File: config.mk
export PLATFORM = sky130hd
export DESIGN_NAME = pipeline_hazard_ctrl
export DESIGN_NICKNAME = d
export VERILOG_FILES = /design/src/rtl/pipe_pkg.sv /design/src/rtl/pipeline_hazard_ctrl_sat_counter.sv /design/src/rtl/pipeline_hazard_ctrl.sv
export SDC_FILE = /design/constraint.sdc
export NUM_CORES = 1
export LEC_CHECK = 0
export CELL_PAD_IN_SITES_DETAIL_PLACEMENT = 0
export CELL_PAD_IN_SITES_GLOBAL_PLACEMENT = 1
export CORE_ASPECT_RATIO = 1.2
export CORE_MARGIN = 2
export CORE_UTILIZATION = 30
export DETAILED_ROUTE_END_ITERATION = 7
export PLACE_DENSITY = 0.7
export SETUP_SLACK_MARGIN = 0.3
export SLEW_MARGIN = 20
export SYNTH_ARGS = -nofsm -noshare
export SYNTH_HDL_FRONTEND = slang
export SYNTH_HIERARCHICAL = 1
export SYNTH_SLANG_ARGS = --single-unit
File: constraint.sdc
create_clock -name clk -period 4.3 [get_ports clk]
set_input_delay 0.86 -clock clk [delete_from_list [all_inputs] [get_ports clk]]
set_output_delay 0.86 -clock clk [all_outputs]
set_load 0.02 [all_outputs]
File: src/rtl/pipe_pkg.sv
// Shared encodings for the pipeline control slice: FSM states and exception constants.
package pipe_pkg;

    typedef enum logic [1:0] {
        ST_RUN  = 2'd0,
        ST_TAKE = 2'd1,
        ST_KERN = 2'd2
    } state_t;

    localparam logic [31:0] EXC_VECTOR = 32'h80000004;
    localparam logic [4:0]  REG_XP     = 5'd26;

endpackage

File: src/rtl/pipeline_hazard_ctrl_sat_counter.sv
// Saturating event counter with synchronous active-low clear.
module sat_counter #(
    parameter int W = 32
) (
    input  logic         clk,
    input  logic         reset,
    input  logic         inc,
    output logic [W-1:0] cnt
);

    always_ff @(posedge clk) begin
        if (!reset)
            cnt <= '0;
        else if (inc && (cnt != {W{1'b1}}))
            cnt <= cnt + 1'b1;
    end

endmodule

File: src/rtl/pipeline_hazard_ctrl.sv
// Stall/flush scheduler for the 5-stage pipeline: load-use, branch and jump
// arbitration plus interrupt entry/exit sequencing and performance counters.
module pipeline_hazard_ctrl
    import pipe_pkg::*;
#(
    parameter int CNT_W    = 32,
    parameter int KERN_BIT = 31
) (
    input  logic             clk,
    input  logic             reset,
    input  logic             MemRead_EX,
    input  logic [4:0]       Rt_EX,
    input  logic [4:0]       Rs_ID,
    input  logic [4:0]       Rt_ID,
    input  logic             UsesRt_ID,
    input  logic             BranchTaken_EX,
    input  logic             Jump_ID,
    input  logic             IRQ,
    input  logic [31:0]      PC_plus_4_ID,
    output logic             PCWrite,
    output logic             IFIDWrite,
    output logic             IFFlush,
    output logic             EXFlush,
    output logic             IRQ_take,
    output logic [CNT_W-1:0] Stall_cnt,
    output logic [CNT_W-1:0] Flush_cnt
);

    state_t state, state_nxt;
    logic   irq_pend;
    logic   lu, kern, id_empty, go_take, stall;

    assign lu = MemRead_EX && (Rt_EX != 5'd0) &&
                ((Rt_EX == Rs_ID) || (UsesRt_ID && (Rt_EX == Rt_ID)));
    assign kern     = PC_plus_4_ID[KERN_BIT];
    assign id_empty = (PC_plus_4_ID == 32'd0);
    assign go_take  = (state == ST_RUN) && irq_pend && !kern &&
                      !BranchTaken_EX && !lu && !Jump_ID;

    always_comb begin
        state_nxt = state;
        case (state)
            ST_RUN:  if (go_take) state_nxt = ST_TAKE;
            ST_TAKE: state_nxt = ST_KERN;
            ST_KERN: if (!kern && !id_empty) state_nxt = ST_RUN;
            default: state_nxt = ST_RUN;
        endcase
    end

    always_ff @(posedge clk) begin
        if (!reset) begin
            state    <= ST_RUN;
            irq_pend <= 1'b0;
        end else begin
            state <= state_nxt;
            if (go_take)
                irq_pend <= 1'b0;
            else if (IRQ && (state == ST_RUN))
                irq_pend <= 1'b1;
        end
    end

    // TAKE keeps the front end moving so the exception entry itself proceeds;
    // only the ID/EX bubble still follows the hazard priority.
    always_comb begin
        PCWrite   = 1'b1;
        IFIDWrite = 1'b1;
        IFFlush   = 1'b0;
        EXFlush   = 1'b0;
        IRQ_take  = 1'b0;
        stall     = 1'b0;
        if (!reset) begin
            PCWrite   = 1'b0;
            IFIDWrite = 1'b0;
            IFFlush   = 1'b1;
            EXFlush   = 1'b1;
        end else if (state == ST_TAKE) begin
            IRQ_take = 1'b1;
            IFFlush  = 1'b1;
            EXFlush  = BranchTaken_EX || lu;
        end else if (BranchTaken_EX) begin
            IFFlush = 1'b1;
            EXFlush = 1'b1;
        end else if (lu) begin
            PCWrite   = 1'b0;
            IFIDWrite = 1'b0;
            EXFlush   = 1'b1;
            stall     = 1'b1;
        end else if (Jump_ID) begin
            IFFlush = 1'b1;
        end
    end

    sat_counter #(.W(CNT_W)) u_stall_cnt (
        .clk   (clk),
        .reset (reset),
        .inc   (stall),
        .cnt   (Stall_cnt)
    );

    sat_counter #(.W(CNT_W)) u_flush_cnt (
        .clk   (clk),
        .reset (reset),
        .inc   (reset && (IFFlush || EXFlush)),
        .cnt   (Flush_cnt)
    );

endmodule

# --- Word level (Yosys, flattened, before mapping) ---
# Cells that the tools add are included.
word_totals:
  out_inout_bits: 69
  reg_bits: 67
  in_bits: 54
  word_cells: 62
op_classes:
  addsub: 2
  bitwise_logic: 1
  n_reduce_logical: 26
  n_eq_ne: 8
  mux: 21
op_table:
  columns: ["op", "count"]
  rows:
  - ["$add A32 B1 Y32 const B", 2]
  - ["$ne A32 B32 Y1 const B", 2]
  - ["$logic_not A32 Y1", 1]
  - ["$mux W1", 18]
  - ["$logic_and A1 B1 Y1", 13]
  - ["$eq A5 B5 Y1", 2]
  - ["$pmux W2 S3", 1]
  - ["$logic_not A1 Y1", 5]
  - ["$reduce_bool A5 Y1", 1]
  - ["$mux W2", 2]
  - ["$ne A2 B2 Y1 const B", 2]
  - ["$logic_or A1 B1 Y1", 3]
  - ["$eq A2 B1 Y1 const B", 1]
  - ["$eq A2 B2 Y1 const B", 1]
  - ["$logic_not A2 Y1", 1]
  - ["$reduce_and A2 Y1", 1]
  - ["$reduce_or A2 Y1", 1]
  - ["$not A1 Y1", 1]

# --- Logic depth before layout (Yosys ltp) ---
logic_depth:
  depth_word: 11
  ltp_mapped: 10
  ltp_nobuf: 9

# --- Hierarchy ---
# Netlist, hierarchy kept.
by_module_without_submodules:
  columns: ["module", "instances", "cells_per_inst", "area_each_um2"]
  rows:
  - ["sat_counter", 2, 200, 1704.1]
  - ["pipeline_hazard_ctrl", 1, 53, 415.4]

# --- Worst setup path after synthesis ---
# Ideal clock, no wire load.
synth_timing:
  path_type: "in2reg"
  start: "input port Rt_EX[3]"
  end: "register u_flush_cnt.cnt[31]"
  setup_slack_ns: 0.688
  setup_ns: 0.070
  cell_stages: 9
  t_arrival_ns: 3.542
  cell_sequence: "xor2_1 -> nor4_1 -> a32oi_1 -> o31ai_1 -> nand4_1 -> or4_4 -> or3_1 -> or4_1 -> a21oi_1"
synth_between:
  elab_chain_cells: 11
  elab_cells_between_ends: 19
  cone_classes: "2 x eq/ne; 8 x mux; 9 x reduce/logical"
synth_rtl:
  columns: ["element", "line", "source"]
  rows:
  - ["start, declared", "pipeline_hazard_ctrl.sv:12", "input logic [4:0] Rt_EX,"]
  - ["$eq A5 B5 Y1", "pipeline_hazard_ctrl.sv:34", "((Rt_EX == Rs_ID) || (UsesRt_ID && (Rt_EX == Rt_ID)));"]
  - ["$logic_and A1 B1 Y1", "pipeline_hazard_ctrl.sv:34", null]
  - ["$logic_or A1 B1 Y1", "pipeline_hazard_ctrl.sv:34", null]
  - ["$logic_and A1 B1 Y1 (*)", "pipeline_hazard_ctrl.sv:33", "assign lu = MemRead_EX && (Rt_EX != 5'd0) &&"]
  - ["$mux W1", "pipeline_hazard_ctrl.sv:84", "end else if (lu) begin"]
  - ["$mux W1", "pipeline_hazard_ctrl.sv:81", "end else if (BranchTaken_EX) begin"]
  - ["$mux W1", "pipeline_hazard_ctrl.sv:77", "end else if (state == ST_TAKE) begin"]
  - ["$mux W1", "pipeline_hazard_ctrl.sv:72", "if (!reset) begin"]
  - ["$logic_or A1 B1 Y1 (*)", "pipeline_hazard_ctrl.sv:104", ".inc (reset && (IFFlush || EXFlush)),"]
  - ["$logic_and A1 B1 Y1 (*)", "pipeline_hazard_ctrl.sv:104", null]
  - ["$logic_and A1 B1 Y1 (*)", "pipeline_hazard_ctrl_sat_counter.sv:14", "else if (inc && (cnt != {W{1'b1}}))"]
  - ["end signal, assigned", "pipeline_hazard_ctrl_sat_counter.sv:15", "cnt <= cnt + 1'b1;"]
  - ["end, declared", "pipeline_hazard_ctrl_sat_counter.sv:8", "output logic [W-1:0] cnt"]
# Every way passes the cells marked *; elsewhere a longest branch is shown, timed or not.
# A chain may end at the register's enable or synchronous reset.

# --- Final worst setup path ---
layout_timing:
  start: "input port Rt_EX[3]"
  end: "output port IFIDWrite"
layout_between:
  elab_chain_cells: 8
  elab_cells_between_ends: 11
  cone_classes: "2 x eq/ne; 4 x mux; 5 x reduce/logical"
layout_rtl:
  columns: ["element", "line", "source"]
  rows:
  - ["$eq A5 B5 Y1", "pipeline_hazard_ctrl.sv:34", null]
  - ["$logic_and A1 B1 Y1", "pipeline_hazard_ctrl.sv:34", null]
  - ["$logic_or A1 B1 Y1", "pipeline_hazard_ctrl.sv:34", null]
  - ["$logic_and A1 B1 Y1 (*)", "pipeline_hazard_ctrl.sv:33", null]
  - ["$mux W1 (*)", "pipeline_hazard_ctrl.sv:84", null]
  - ["$mux W1 (*)", "pipeline_hazard_ctrl.sv:81", null]
  - ["$mux W1 (*)", "pipeline_hazard_ctrl.sv:77", null]
  - ["$mux W1 (*)", "pipeline_hazard_ctrl.sv:72", null]
  - ["end, declared", "pipeline_hazard_ctrl.sv:21", "output logic IFIDWrite,"]
# Marks and branches as above.

==> flow_summary.yaml <==
status:
  outcome: "finished clean"
clock_tree:
  cts_tree: "yes"
  cts_max_path_buffers: 2
  numCtsBuffers: 9
  post_cts.repair.setup_buffers: 0
  clk_pin_slew_worst_paths_ns: 0.06
  clock_insertion_delay_worst_skew_ns: 0.32
  cts_num_sinks: 67
  clock_tree.root_cell: "sky130_fd_sc_hd__clkbuf_16"
  cts_htree_levels: 3
route:
  avgViaCountPerCell: 5.42
  totalWireLength_mm: 11.8
  postRouteAntennaNets: 0
  drc_errors: 0
  first_pass_iters: 4
  detailroute.via_count: 4018
  post_drt_wl_per_cell_microns: 15.9
  first_drt_iteration_drcs: 162
floorplanning:
  core_area_sq_um: 12600
  fp.dieArea_sq_um: 13700
  io_pins: 123
  initial_utilization: 0.305
  core.rowCount: 45
  chipWidth_microns: 107
  fp.dieH_microns: 128
critical_path:
  critPathLaunchType: "primary input"
  worst-endpoint-required_ns: 3.44
  critical_path.reg2reg.startpoint: "state[1]$_SDFFE_PN0P_"
  setup.reg_to_reg.worst_slack_ns: 1.48
  regToRegEndpoint: "u_stall_cnt/cnt[31]$_SDFFE_PN0P_"
  worst-endpoint-arrival_ns: 3.04
  timing.reg2reg.worst_path_depth: 9
  timing.setup.critical_path_class: "primary input to primary output"
  worst_path_maximum_fanout: 5
  timing.critical_path.to_type: "primary output"
yosys:
  yosys_warnings: 6
  ys_ff_latch: 67
  postSynthCellCount: 453
  syn-cell-area_sq_um: 3820
  async_reset_ff_frac: 0
  netlist-cell-type-count: 49
  synth_top_cell_area_share: 0.351
  syn_nets: 509
  synth_top_cells_by_area: "sky130_fd_sc_hd__dfxtp_1 35%, sky130_fd_sc_hd__o31ai_1 4.5%, sky130_fd_sc_hd__or4_1 4.3%"
  synth_seq_area_share: 0.351
  synth_top_cell_by_area: "sky130_fd_sc_hd__dfxtp_1"
  avgSynthCellArea_sq_um: 8.44
  synth_enable_flop_cells: 0
  ys.flop_type: "sky130_fd_sc_hd__dfxtp_1"
sta:
  layout_worst_path_cycle_share: 0.907
  fin_tns_setup_ns: 0
  final_period_minus_worst_setup_slack_ns: 3.90
  rsz0062_at_grt: "yes"
  final_max_slew_viol_count: 0
  final_setup_violation_count: 0
  max-slew-margin-rel: 0.353
  report.final.hold_viol_count: 0
  achievable-frequency_mhz: 256
  worst-slew-pin-transition_ns: 0.962
  finClkSkew_ns: 0.00686
grt:
  grt_start_max_net_pins: 24
  initial_antenna_violation_count: 0
  first_global_vias: 3960
  grt.total_usage: 0.175
  grt_first_pass_wirelength_mm: 19.5
  grt_remaining_overflow: 0
run:
  max_cap_viol_count: 0
worst_hold_path:
  hold-path-endpoint: "u_flush_cnt/cnt[27]$_SDFFE_PN0P_"
  hold-path-cell-count: 2
  timing.hold.worst.start: "u_flush_cnt/cnt[27]$_SDFFE_PN0P_"
  hp-class: "register to register"
pwr:
  p_per_area_nw_per_um2: 279
  report.power.total_mw: 1.56
  total_leakage_power_nw: 1.77
  vdd_ir_drop_max_mv: 0.185
cells_and_area:
  area.growth.synth_to_final_pct: 46.0
  final_core_util: 0.445
  insertedDiodeCount: 0
  layout-drive-gt1-share: 0.0813
  finish.net_count: 629
  fillCellCount: 1268
  stdcell_area_sq_um: 5580
placement:
  routabilityCongestion: 0.825
  placed_cell_area_sq_um: 5250
  hpwl_detailed_mm: 8.78
  numPortBuffers: 122
[cells in the mapped netlist, types with 3 or more instances]
| master | instances |
|---|---|
| sky130_fd_sc_hd__and2_1 | 4 |
| sky130_fd_sc_hd__o31a_1 | 3 |
| sky130_fd_sc_hd__clkbuf_1 | 20 |
| sky130_fd_sc_hd__or4_1 | 22 |
| sky130_fd_sc_hd__nand3_2 | 4 |
| sky130_fd_sc_hd__a21oi_1 | 32 |
| sky130_fd_sc_hd__o41ai_1 | 6 |
| sky130_fd_sc_hd__mux2i_1 | 14 |
| sky130_fd_sc_hd__nor3_1 | 7 |
| sky130_fd_sc_hd__xor2_1 | 11 |
| sky130_fd_sc_hd__o21ai_0 | 8 |
| sky130_fd_sc_hd__or3_1 | 10 |
| sky130_fd_sc_hd__o31ai_1 | 23 |
| sky130_fd_sc_hd__buf_4 | 3 |
| sky130_fd_sc_hd__and4_1 | 12 |
| sky130_fd_sc_hd__nand2_1 | 32 |
| sky130_fd_sc_hd__nand2b_1 | 20 |
| sky130_fd_sc_hd__o311ai_0 | 4 |
| sky130_fd_sc_hd__nor4_1 | 21 |
| sky130_fd_sc_hd__o211ai_1 | 4 |
| sky130_fd_sc_hd__nand4_1 | 20 |
| sky130_fd_sc_hd__dfxtp_1 | 67 |
| sky130_fd_sc_hd__nand3_1 | 24 |
| sky130_fd_sc_hd__or4_4 | 5 |
| sky130_fd_sc_hd__and3_1 | 6 |
| sky130_fd_sc_hd__nor2_1 | 24 |
| sky130_fd_sc_hd__inv_1 | 7 |
| sky130_fd_sc_hd__xnor2_1 | 9 |
[state kept, by name, indices dropped and copies added, names as in the netlist]
signal / cells
u_flush_cnt/cnt: 32
u_stall_cnt/cnt: 32
state: 2
irq_pend: 1
[through the flow]
stage | setup slack, ns | hold WS, ns | instances
floorplan | 0.688 | 0.549 | 453
global placement | 0.232 | 0.468 | 726
detailed placement | 0.0479 | 0.485 | 726
CTS | 0.384 | 0.490 | 742
global route | 0.282 | 0.520 | 742
finish | 0.400 | 0.489 | 742
[layer usage]
| metal | GRT usage | part of all wire |
|---|---|---|
| met2 | 0.304 | 0.51 |
| met1 | 0.216 | 0.44 |
| met3 | 0.0325 | 0.039 |
| met5 | 0 | 0 |
| met4 | 0.0588 | 0.011 |
[how the worst max path moves through the flow]
| stage | startpoint | end | slack [ns] |
|---|---|---|---|
| floorplan | Rt_EX[3] | u_flush_cnt/cnt[31]$_SDFFE_PN0P_ | 0.69 |
| global placement | Rt_EX[3] | u_flush_cnt/cnt[31]$_SDFFE_PN0P_ | 0.23 |
| detailed placement | Rt_EX[3] | u_flush_cnt/cnt[31]$_SDFFE_PN0P_ | 0.05 |
| CTS | Rt_EX[3] | PCWrite | 0.38 |
| global route | Rt_EX[3] | IFIDWrite | 0.28 |
| finish | Rt_EX[3] | IFIDWrite | 0.40 |
[cells in the final DEF (no fill, tap or decap), types with 5 or more instances in the layout]
cell type	netlist	layout
sky130_fd_sc_hd__and3_1	6	6
sky130_fd_sc_hd__o21ai_0	8	8
sky130_fd_sc_hd__o41ai_1	6	6
sky130_fd_sc_hd__buf_4	3	12
sky130_fd_sc_hd__nor3_1	7	7
sky130_fd_sc_hd__nand2_1	32	32
sky130_fd_sc_hd__nand4_1	20	20
sky130_fd_sc_hd__o31ai_1	23	22
sky130_fd_sc_hd__clkbuf_16	0	9
sky130_fd_sc_hd__nor4_1	21	19
sky130_fd_sc_hd__inv_1	7	7
sky130_fd_sc_hd__or4_1	22	22
sky130_fd_sc_hd__or3_1	10	10
sky130_fd_sc_hd__clkdlybuf4s50_1	0	121
sky130_fd_sc_hd__mux2i_1	14	14
sky130_fd_sc_hd__and4_1	12	12
sky130_fd_sc_hd__nand2b_1	20	20
sky130_fd_sc_hd__nand3_1	24	24
sky130_fd_sc_hd__nor2_1	24	24
sky130_fd_sc_hd__a21oi_1	32	32
sky130_fd_sc_hd__or4_4	5	5
sky130_fd_sc_hd__dfxtp_1	67	67
sky130_fd_sc_hd__xor2_1	11	11
sky130_fd_sc_hd__xnor2_1	9	9
[layout make-up]
class                   instances  area [sq um]  share of cell area
repair buffers                134          1310               0.235
well taps                     164           205              0.0368
inverters                       7          26.3             0.00471
flip-flops and latches         67          1340               0.240
multi-input cells             354          2370               0.424
clock inverters                 4          72.6              0.0130
clock buffers                  12           256              0.0460
[logic make-up (layout without fill, tap and decap cells)]
logic type	count (synthesis)	in the layout	share of synthesized area
multiplexers	14	14	0.0366
adder cells (fa/ha/maj)	2	2	0.00654
flip-flops	67	67	0.351
XOR/XNOR	20	20	0.0458
AND/OR/NAND/NOR	217	217	0.338
AO/OA/AOI/OAI	101	101	0.188
buffers and inverters	32	157	0.0350
[worst max-delay path, stage by stage]
cell and delay, ns:
sky130_fd_sc_hd__clkdlybuf4s50_1 0.46, sky130_fd_sc_hd__xor2_1 0.18, sky130_fd_sc_hd__nor4_1 0.31, sky130_fd_sc_hd__a32oi_1 0.21, sky130_fd_sc_hd__buf_4 0.20, sky130_fd_sc_hd__o31a_1 0.26
sky130_fd_sc_hd__clkdlybuf4s50_1 0.55
[power breakdown]
| group | internal (mW) | leakage, nW | switching (mW) |
|---|---|---|---|
| Clock | 0.539 | 0.159 | 0.274 |
| Combinational | 0.0676 | 1.07 | 0.0494 |
| Sequential | 0.624 | 0.540 | 0.00421 |
[repair_timing]
| action | 4_1_cts | 5_1_grt |
|---|---|---|
| resized for setup | 0 | 2 |
| hold buffers | 0 | 0 |
| endpoints found under the setup margin | 0 | 2 |
Note: power is estimated with default switching activity, not from simulation.
